===== src/rtl/ni_in_buffer_pkg.sv =====
// ni_in_buffer_pkg -- NoC parameters shared by the receive and transmit sides.
//   Flit-type constants (carried in the top two bits of every flit) and
//   the packet-framing state encoding used by pkt_frame_checker.
package ni_in_buffer_pkg;

  localparam logic [1:0] FT_BODY   = 2'b00;
  localparam logic [1:0] FT_HEADER = 2'b01;
  localparam logic [1:0] FT_TAIL   = 2'b10;
  localparam logic [1:0] FT_SINGLE = 2'b11;

  typedef enum logic [0:0] {
    IDLE   = 1'b0,
    IN_PKT = 1'b1
  } pkt_state_e;

endpackage


===== src/rtl/ni_in_buffer_pkt_frame_checker.sv =====
// pkt_frame_checker -- framing FSM watching accepted flits.
//   clk, rst      : clock, synchronous active-high reset
//   accept        : a flit is being written into the buffer this cycle
//   flit_type     : type bits of that flit
//   pkt_error     : sticky, set on the first malformed flit until reset
//   err_count     : number of malformed flits, saturating at 255
// Observes only; never stalls or drops data.
module pkt_frame_checker
  import ni_in_buffer_pkg::*;
(
  input  logic       clk,
  input  logic       rst,
  input  logic       accept,
  input  logic [1:0] flit_type,
  output logic       pkt_error,
  output logic [7:0] err_count
);

  pkt_state_e state, state_next;
  logic       frame_err;

  always_comb begin
    state_next = state;
    frame_err  = 1'b0;
    if (accept) begin
      unique case (state)
        IDLE: begin
          if (flit_type == FT_HEADER) state_next = IN_PKT;
          else if (flit_type != FT_SINGLE) frame_err = 1'b1;
        end
        IN_PKT: begin
          if (flit_type == FT_TAIL) begin
            state_next = IDLE;
          end else if (flit_type == FT_HEADER) begin
            frame_err = 1'b1;
          end else if (flit_type == FT_SINGLE) begin
            frame_err  = 1'b1;
            state_next = IDLE;
          end
        end
        default: state_next = IDLE;
      endcase
    end
  end

  always_ff @(posedge clk) begin
    if (rst) begin
      state     <= IDLE;
      pkt_error <= 1'b0;
      err_count <= '0;
    end else begin
      state <= state_next;
      if (frame_err) begin
        pkt_error <= 1'b1;
        if (err_count != 8'hFF) err_count <= err_count + 8'd1;
      end
    end
  end

endmodule


===== src/rtl/ni_in_buffer.sv =====
// ni_in_buffer -- receive-side flit FIFO on a STALL_GO link.
//   clk, rst     : clock, synchronous active-high reset
//   FLIT_in      : incoming flit, VALID_in qualifies it
//   FWDAUX1_in   : unused on STALL_GO
//   BWDAUX1_out  : STALL to upstream (buffer full), registered state only
//   BWDAUX2_out, BWDAUX3_out : tied 0
//   read         : consumer pops the head flit (ignored while empty)
//   data_out     : head flit, empty : no flit stored
//   pkt_error, err_count : framing check results
// Optional feature: define IN_BUFFER_PKT_CHECK_EN to build the framing
// checker; otherwise pkt_error and err_count are tied 0.
module ni_in_buffer
  import ni_in_buffer_pkg::*;
#(
  parameter int unsigned FLIT_WIDTH          = 32,
  parameter int unsigned IN_BUFFER_DEPTH     = 4,
  parameter int unsigned LOG_IN_BUFFER_DEPTH = 2
) (
  input  logic                  clk,
  input  logic                  rst,
  input  logic [FLIT_WIDTH-1:0] FLIT_in,
  input  logic                  VALID_in,
  input  logic                  FWDAUX1_in,
  output logic                  BWDAUX1_out,
  output logic                  BWDAUX2_out,
  output logic                  BWDAUX3_out,
  input  logic                  read,
  output logic [FLIT_WIDTH-1:0] data_out,
  output logic                  empty,
  output logic                  pkt_error,
  output logic [7:0]            err_count
);

  localparam logic [LOG_IN_BUFFER_DEPTH:0]   FULL_COUNT = IN_BUFFER_DEPTH[LOG_IN_BUFFER_DEPTH:0];
  localparam logic [LOG_IN_BUFFER_DEPTH-1:0] LAST_SLOT  = LOG_IN_BUFFER_DEPTH'(IN_BUFFER_DEPTH - 1);

  logic [FLIT_WIDTH-1:0]          buffer [IN_BUFFER_DEPTH];
  logic [LOG_IN_BUFFER_DEPTH-1:0] pointer_in, pointer_out;
  logic [LOG_IN_BUFFER_DEPTH:0]   elements;
  logic                           accept, pop;
  logic                           unused_fwdaux1;

  assign unused_fwdaux1 = FWDAUX1_in;

  // Stall comes from the element count alone: a pop on a full buffer does
  // not free the slot for the same cycle's upstream flit.
  assign BWDAUX1_out = (elements == FULL_COUNT);
  assign BWDAUX2_out = 1'b0;
  assign BWDAUX3_out = 1'b0;
  assign empty       = (elements == '0);
  assign data_out    = buffer[pointer_out];

  assign accept = VALID_in && !BWDAUX1_out;
  assign pop    = read && !empty;

  always_ff @(posedge clk) begin
    if (rst) begin
      for (int unsigned i = 0; i < IN_BUFFER_DEPTH; i++) buffer[i] <= '0;
      pointer_in  <= '0;
      pointer_out <= '0;
      elements    <= '0;
    end else begin
      if (accept) begin
        buffer[pointer_in] <= FLIT_in;
        pointer_in <= (pointer_in == LAST_SLOT) ? '0 : pointer_in + 1'b1;
      end
      if (pop) begin
        pointer_out <= (pointer_out == LAST_SLOT) ? '0 : pointer_out + 1'b1;
      end
      case ({accept, pop})
        2'b10:   elements <= elements + 1'b1;
        2'b01:   elements <= elements - 1'b1;
        default: elements <= elements;
      endcase
    end
  end

`ifdef IN_BUFFER_PKT_CHECK_EN
  pkt_frame_checker u_pkt_frame_checker (
    .clk       (clk),
    .rst       (rst),
    .accept    (accept),
    .flit_type (FLIT_in[FLIT_WIDTH-1:FLIT_WIDTH-2]),
    .pkt_error (pkt_error),
    .err_count (err_count)
  );
`else
  assign pkt_error = 1'b0;
  assign err_count = '0;
`endif

endmodule

===== config.mk =====
export PLATFORM = sky130hd
export DESIGN_NAME = ni_in_buffer
export DESIGN_NICKNAME = d
export VERILOG_FILES = /design/src/rtl/ni_in_buffer_pkg.sv /design/src/rtl/ni_in_buffer_pkt_frame_checker.sv /design/src/rtl/ni_in_buffer.sv
export SDC_FILE = /design/constraint.sdc
export NUM_CORES = 1
export LEC_CHECK = 0
export ABC_AREA = 1
export ABC_CLOCK_PERIOD_IN_PS = 11150
export CAP_MARGIN = 0
export CORE_MARGIN = 2
export CORE_UTILIZATION = 50
export DETAILED_ROUTE_END_ITERATION = 16
export GPL_TIMING_DRIVEN = 0
export PLACE_DENSITY = 0.75
export REMOVE_ABC_BUFFERS = 1
export SETUP_SLACK_MARGIN = 0.3
export SLEW_MARGIN = 20
export SYNTH_ARGS = -nofsm -noshare
export SYNTH_HDL_FRONTEND = slang
export SYNTH_SLANG_ARGS = --single-unit

===== constraint.sdc =====
create_clock -name clk -period 11.15 [get_ports clk]
set_input_delay 1.6725 -clock clk [delete_from_list [all_inputs] [get_ports clk]]
set_output_delay 1.6725 -clock clk [all_outputs]
set_load 0.01 [all_outputs]

---- Yosys cells after proc, flatten, opt, wreduce, memory -nomap -nowiden ----
Memories as Yosys holds them, arrays and structs flattened. A register that Yosys moved wholly into a read port is not among the register bits.
Cells that the tools add are included.
storage, ports and cells
  flip-flop bits (word level) ............. 7
  memory bits (writable) .................. 128
  input bits .............................. 37
  output and inout port bits .............. 45
  logic and storage cells ................. 33
  memories ................................ 1
operators by class
  add/subtract/negate cells ............... 4
  equal/unequal tests ..................... 5
  mux-type cells .......................... 13
  reduce and logical (&&, ||, !) cells .... 7
memory list
  name    depth  bits a word  rd ports  clocked after memory_dff  wr ports  RTL line            source
  buffer  4      32           1         1                         4         ni_in_buffer.sv:37  logic [FLIT_WIDTH-1:0] buffer [IN_BUFFER_DEPTH];
operators by type and width
  kind                 number
  $mux 32              1
  $reduce_or 32->1     1
  $mux 2               5
  $eq 2x2->1 const B   3
  $mux 1               6
  $pmux 3 s2           1
  $add 2x1->2 const B  2
  $add 3x1->3 const B  1
  $eq 3x3->1 const B   1
  $logic_not 3->1      1
  $sub 3x1->3 const B  1
  $eq 2x1->1 const B   1
  $logic_and 1x1->1    2
  $logic_not 1->1      2
  $reduce_bool 2->1    1

---- Depth between registers and ports, before layout ----
Gate-level depths: netlist (run 1).
  depth in word-level cells ............... 8
  mapped depth ............................ 13
  gate-level depth less buffers ........... 13

---- Worst setup path after synthesis (run 1) ----
OpenSTA, ideal clock, no wires.
  path kind ............................... in2reg
  start ................................... input rst
  end ..................................... memory buffer[0][0], enable pin
  library setup time ...................... 466 ps
  arrival ................................. 4414 ps
  required time ........................... 10684 ps
  slack ................................... 6271 ps
  stages .................................. 4
  buffers on the path ..................... 1
  path through ............................ inv_1 nand4_4 buf_4 o21ai_0
RTL lines
  item                RTL line            source
  start: declaration  ni_in_buffer.sv:20  input logic rst,
  end: declaration    ni_in_buffer.sv:37

==> results of run 1 <==
worst min path at each step:
stage                                  end  slack [ns]  cells after the start
3_3_place_gp   pointer_out[1]$_SDFFE_PP0P_        0.50                      2
5_1_grt                           register        0.54                      2
2_1_floorplan                     register        0.48                      2
6_report                          register        0.52                      2
4_1_cts                           register        0.51                      2
3_5_place_dp                      register        0.50                      2
cells in the final DEF, fill, tap and decap left out, drive strengths merged:
cell and instances:
edfxtp 128, nor2 105, nor3 96, o21ai 73, clkdlybuf4s50 69, inv 44, o22ai 32, clkbuf 17
clkinv 13, conb 11, nand2 10, buf 10, dfxtp 9, ha 3, clkinvlp 3, nand4 3
nand3 3, a21oi 2, bufinv 2, fa 1
cell families after synthesis:
| family | Yosys count | synth area share |
|---|---|---|
| fa+ha+maj | 4 | 0.009284 |
| buf+inv | 101 | 0.07447 |
| simple gates | 217 | 0.1738 |
| compound gates | 107 | 0.09284 |
| flops | 137 | 0.6490 |
| other cells | 1 | 0.0006049 |
layout make-up:
class / instances / share of cell area
sequential: 137 / 0.5221
multi-input combinational: 339 / 0.2342
timing repair buffer: 79 / 0.1204
clock buffer: 17 / 0.05515
tap: 168 / 0.02725
inverter: 47 / 0.02336
clock inverter: 15 / 0.01752
critical path: stages (launching register included):
cell             delay [ns]
dfxtp_2                0.64
buf_12                 0.27
clkinv_2               0.69
o21ai_0                0.47
o22ai_1                0.17
clkdlybuf4s50_1        0.51
metrics by stage:
stage	worst slack [ns]	utilization
after detailed placement	5.974	0.5922
after global routing	5.984	0.6395
after CTS	6.355	0.6387
after floorplan	5.538	-
after global placement	2.786	0.5683
final	6.233	0.6395
flip-flops by register name (all words and copies together), names as in the netlist, named ones only:
| register | cells |
|---|---|
| pointer_in | 2 |
| pointer_out | 2 |
| elements | 3 |
| buffer | 128 |
report_power, final:
group | total [W] | leakage, nW | switching (W) | internal (W)
Combinational | 0.000540 | 1.21 | 0.000306 | 0.000233
Sequential | 0.000687 | 1.40 | 0.0000472 | 0.000640
Clock | 0.000533 | 0.268 | 0.000209 | 0.000324
Total | 0.00176 | 2.89 | 0.000563 | 0.00120
per-layer routing:
metal	global-route usage	up-vias
li1	-	2107
met4	0.09719	0
met5	0	-
met3	0.06115	23
met2	0.3825	214
met1	0.3046	2195
==> results_dict.tcl, run 1 <==
set metrics [dict create \
    routed-wl-met2_um 7473 \
    cp-end-kind "output port" \
    ios 82 \
    cts_buffers 17 \
    insertion_delay_ns 0.42 \
    dieHeight_um 115.4 \
    synth_top_area_frac 0.6200 \
    r2r-start "pointer_in[1]$_SDFFE_PP0P_" \
    ys_warn_count 0 \
    drv_slew 0 \
    ant_nets 0 \
    grt_overflow 0 \
    r2r_setup_slack_ns 7.75 \
    clockRootBuffer "clkbuf_16" \
    avgRoutedWirePerCell_um 18.56 \
    placed_cell_area_sq_um 7143 \
    reg2regPathDepth 6 \
    multiInputGateArea_sq_um 1807 \
    status "completed" \
    drive_gt1_frac 0.1151 \
    cts_max_path_buffers 2 \
    synth.most_common_cell "edfxtp_1" \
    fin_skew_ns 0.005954 \
    grt_max_degree 65 \
    critPathRequiredTime_ns 9.48 \
    timing.hold.ws_ns 0.5201 \
    io_buffers 69 \
    area_growth_pct 24.42 \
    rsz0062_at_grt "false" \
    antenna_found_initial 0 \
    path_class "register to output port" \
    drt-initial-drc-count 595 \
    netlist_instances 567 \
    crit_path_end "data_out[9]" \
    synthesis.area_sq_um 6200 \
    die_x_um 115.4 \
    fmax_mhz 203.4 \
    globalplace.congestion 0.7151 \
    drc 0 \
    ys_seq_elements 137 \
    cts_tree "done" \
    wl_met3_um 1153 \
    finalCritPeriodShare 0.4410 \
    async_flop_share 0 \
    syn_avg_cell_area_sq_um 10.93 \
    highest_layer "met4" \
    tns_ns 0 \
    totalPowerFinal_w 0.001759 \
    synth_edf_count 128 \
    grt_pass1_vias 4595 \
    finalNonFillerCells 802 \
    drv_cap 0 \
    wl_um 14890 \
    rows 40 \
    dp_cells 770 \
    seq_area_sq_um 4028 \
    clk_pin_slew_ns 0.05 \
    synth_cell_type_count 27 \
    antenna_cells 0 \
    r2r_end "buffer[3][31]$_DFFE_PP_" \
    synth_flop_cell "edfxtp_1" \
    min_path_type "register to register" \
    vias 4539 \
    synth_seq_area_share 0.6490 \
    met1_length_um 5984 \
    ctsHtreeMaxLevel 4 \
    clock-sinks 137 \
    p_leak_nw 2.885 \
    grt_pass1_wl_um 23140 \
    ys_top_cells_by_area "edfxtp_1 (62%), nor2_1 (6.3%), nor3_1 (6.1%)" \
    vdd.ir_drop.worst_mv 0.1386 \
    synth_top_area_cell "edfxtp_1" \
    design_area_sq_um 7714 \
    holdBufCountCts 0 \
    track_usage 0.2362 \
    worst_pin_slew_ns 1.096 \
    finalHoldViolations 0 \
    start_kind "register" \
    p_per_area_nw_per_um2 228.1 \
    cp_max_fo 64 \
    maxSlewHeadroom 0.2683 \
    vias_per_cell 5.660 \
    cts_setup_buffers 0 \
    min_from "pointer_out[1]$_SDFFE_PP0P_" \
    start_util 0.5140 \
    dp_hpwl_um 8433 \
    fin_nets 662 \
    period_minus_slack_ns 4.917 \
    ctsResizeCount 0 \
    setup-violations-final 0 \
    synthTopCellsByCount "edfxtp_1 (128), nor2_1 (104), nor3_1 (76), o21ai_0 (70), inv_1 (44)" \
    core-area_sq_um 12060 \
    arrival_ns 3.24 \
    drtPass1Iterations 5 \
    die-area_sq_um 13310 \
    fillCellCount 917 \
]
Note: power is estimated with default switching activity, not from simulation.
==> run 2, diff against run 1 <==
--- a/config.mk
+++ b/config.mk
@@ -6,7 +6,7 @@
 export NUM_CORES = 1
 export LEC_CHECK = 0
 export ABC_AREA = 1
-export ABC_CLOCK_PERIOD_IN_PS = 11150
+export ABC_CLOCK_PERIOD_IN_PS = 4700
 export CAP_MARGIN = 0
 export CORE_MARGIN = 2
 export CORE_UTILIZATION = 50
==> constraint.sdc (replaced) <==
create_clock -name clk -period 4.7 [get_ports clk]
set_input_delay 0.705 -clock clk [delete_from_list [all_inputs] [get_ports clk]]
set_output_delay 0.705 -clock clk [all_outputs]
set_load 0.01 [all_outputs]
==> results of run 2 <==
The final DEF is identical to that of run 1. Status: completed.
Among the figures that moved: setup slack after placement 5.974 ns -> 0.4911 ns; setup slack after layout 6.233 ns -> 0.7502 ns; register-to-register setup slack 7.75 ns -> 1.30 ns; total power 0.001759 W -> 0.004174 W; worst IR drop on VDD 0.1386 mV -> 0.3288 mV
==> run 3, diff against run 2 <==
--- a/config.mk
+++ b/config.mk
@@ -6,13 +6,13 @@
 export NUM_CORES = 1
 export LEC_CHECK = 0
 export ABC_AREA = 1
-export ABC_CLOCK_PERIOD_IN_PS = 4700
+export ABC_CLOCK_PERIOD_IN_PS = 3200
 export CAP_MARGIN = 0
 export CORE_MARGIN = 2
 export CORE_UTILIZATION = 50
 export DETAILED_ROUTE_END_ITERATION = 16
 export GPL_TIMING_DRIVEN = 0
-export PLACE_DENSITY = 0.75
+export PLACE_DENSITY = 0.78
 export REMOVE_ABC_BUFFERS = 1
 export SETUP_SLACK_MARGIN = 0.3
 export SLEW_MARGIN = 20
==> constraint.sdc (replaced) <==
create_clock -name clk -period 3.2 [get_ports clk]
set_input_delay 0.48 -clock clk [delete_from_list [all_inputs] [get_ports clk]]
set_output_delay 0.48 -clock clk [all_outputs]
set_load 0.01 [all_outputs]
==> results_dict.tcl, run 3 (synthesized netlist as in run 1, its figures left out) <==
set metrics [dict create \
    fmax_mhz 354.6 \
    grt_pass1_vias 4716 \
    worst_pin_slew_ns 0.7807 \
    clockRootBuffer "clkbuf_16" \
    multiInputGateArea_sq_um 1859 \
    fin_skew_ns 0.005971 \
    holdBufCountCts 0 \
    slowest_delay_ns 0.60 \
    fin_nets 667 \
    antenna_found_initial 1 \
    path_class "register to output port" \
    top_regs "buffer: 128 flops, elements: 3 flops" \
    ant_nets 0 \
    met1_length_um 6091 \
    r2r-start "pointer_in[1]$_SDFFE_PP0P_" \
    seq_area_sq_um 4033 \
    timing.hold.ws_ns 0.5238 \
    rows 40 \
    p_leak_nw 2.881 \
    finalCritPeriodShare 0.8812 \
    wl_um 15630 \
    finalHoldViolations 0 \
    tns_ns 0 \
    start_kind "register" \
    vias 4746 \
    drv_slew 0 \
    clk_pin_slew_ns 0.06 \
    vdd.ir_drop.worst_mv 0.4902 \
    drc 0 \
    maxSlewHeadroom 0.4785 \
    avgRoutedWirePerCell_um 19.34 \
    timing.final.ws_setup_ns 0.3802 \
    regMostFlops "buffer" \
    start_util 0.5140 \
    track_usage 0.2436 \
    crit_path_end "data_out[13]" \
    final_common_cell "edfxtp_1" \
    cts_buffers 17 \
    largest_register_ffs 128 \
    area_growth_pct 25.51 \
    reg2regPathDepth 6 \
    routed-wl-met2_um 7711 \
    cp_max_fo 64 \
    drt-initial-drc-count 428 \
    vias_per_cell 5.874 \
    die_x_um 115.4 \
    ctsHtreeMaxLevel 4 \
    insertion_delay_ns 0.41 \
    cpMaxStageDelayCell "clkdlybuf4s50_1" \
    drtPass1Iterations 5 \
    r2r_setup_slack_ns 0.42 \
    wl_met3_um 1569 \
    dp_hpwl_um 7949 \
    grt_pass1_wl_um 24120 \
    grt_max_degree 65 \
    core-area_sq_um 12060 \
    setup-violations-final 0 \
    critical_path.cell_chain "buf_16 -> inv_16 -> o21ai_0 -> o22ai_1 -> clkdlybuf4s50_1" \
    grt_overflow 0 \
    ios 82 \
    most-common-layout-cells "edfxtp_1 (128), nor2_1 (103), nor3_1 (76)" \
    p_per_area_nw_per_um2 794.5 \
    drv_cap 0 \
    io_buffers 69 \
    clock-sinks 137 \
    cts_tree "done" \
    arrival_ns 2.34 \
    dieHeight_um 115.4 \
    path_buf_inv 3 \
    cp-end-kind "output port" \
    preCtsSetupSlack_ns -0.7597 \
    fillCellCount 926 \
    path_depth 5 \
    die-area_sq_um 13310 \
    r2r_end "buffer[3][11]$_DFFE_PP_" \
    path_delay_family "buffers and inverters" \
    highest_layer "met4" \
    drive_gt1_frac 0.1299 \
    cts_max_path_buffers 2 \
    globalplace.congestion 0.7793 \
    period_minus_slack_ns 2.820 \
    rsz0062_at_grt "false" \
    critPathRequiredTime_ns 2.72 \
    status "completed" \
    min_path_type "register to register" \
]
-- run 3: changes by cell type in the layout (fill, tap and decap cells not counted), moves of 2 or more --
cell	delta
clkinvlp_4	+6
clkinv_2	-5
buf_12	-4
buf_4	+4
clkinv_1	-3
clkinv_4	+3
dfxtp_2	-2
dfxtp_4	+2
inv_1	-2
nand4_2	+2
-- run 3: final cells by class --
cell class,instances,area share
multi-input cells,342,0.2389
well taps,168,0.02701
inverters,47,0.02653
repair buffers,80,0.1164
repair inverters,1,0.0009648
diodes,1,0.0003216
clock inverters,14,0.01640
clock buffers,18,0.05515
flip-flops and latches,137,0.5183
-- run 3: how the worst min path moves through the flow --
stage | start | to | slack (ns) | cells past startpoint
2_1_floorplan | pointer_out[1]$_SDFFE_PP0P_ | register | 0.48 | 2
3_3_place_gp | pointer_out[1]$_SDFFE_PP0P_ | pointer_out[1]$_SDFFE_PP0P_ | 0.50 | 2
3_5_place_dp | pointer_out[1]$_SDFFE_PP0P_ | register | 0.52 | 2
4_1_cts | pointer_out[1]$_SDFFE_PP0P_ | register | 0.53 | 2
5_1_grt | pointer_out[0]$_SDFFE_PP0P_ | register | 0.56 | 2
6_report | pointer_out[1]$_SDFFE_PP0P_ | register | 0.52 | 2
-- run 3: per-stage QoR --
stage	power, W	instance area (sq um)	utilization	instances
after floorplan	0.003299	5953	-	523
after global placement	0.004165	6854	0.5683	760
after detailed placement	0.004291	7091	0.5879	767
after CTS	0.006142	7749	0.6424	806
after global routing	0.006423	7779	0.6449	807
final	0.006182	7781	0.6451	808
-- run 3: where the power goes --
group / switching [W] / internal [W]
registers: 0.000180 / 0.00223
logic: 0.00111 / 0.000827
clock network: 0.000765 / 0.00107
total: 0.00205 / 0.00413
-- run 3: metal layers --
metal	vias to the layer above	GRT usage
met4	0	0.09880
met3	26	0.06273
met2	320	0.3945
met1	2280	0.3152
li1	2120	-
met5	-	0
-- run 3: repair_timing --
| action | in CTS | in global routing |
|---|---|---|
| setup buffers | 3 | 1 |
| cloned | 4 | 0 |
| pin swaps | 3 | 1 |
| setup endpoints to repair | 160 | 42 |
| hold endpoints to repair | 0 | 0 |
| gates resized for setup | 10 | 3 |
-- run 3: tightest hold or removal path, delay by kind of cell, from the launching register on --
kind / cells / cell delay, ns
flops: 1 / 0.31
simple gates: 2 / 0.17
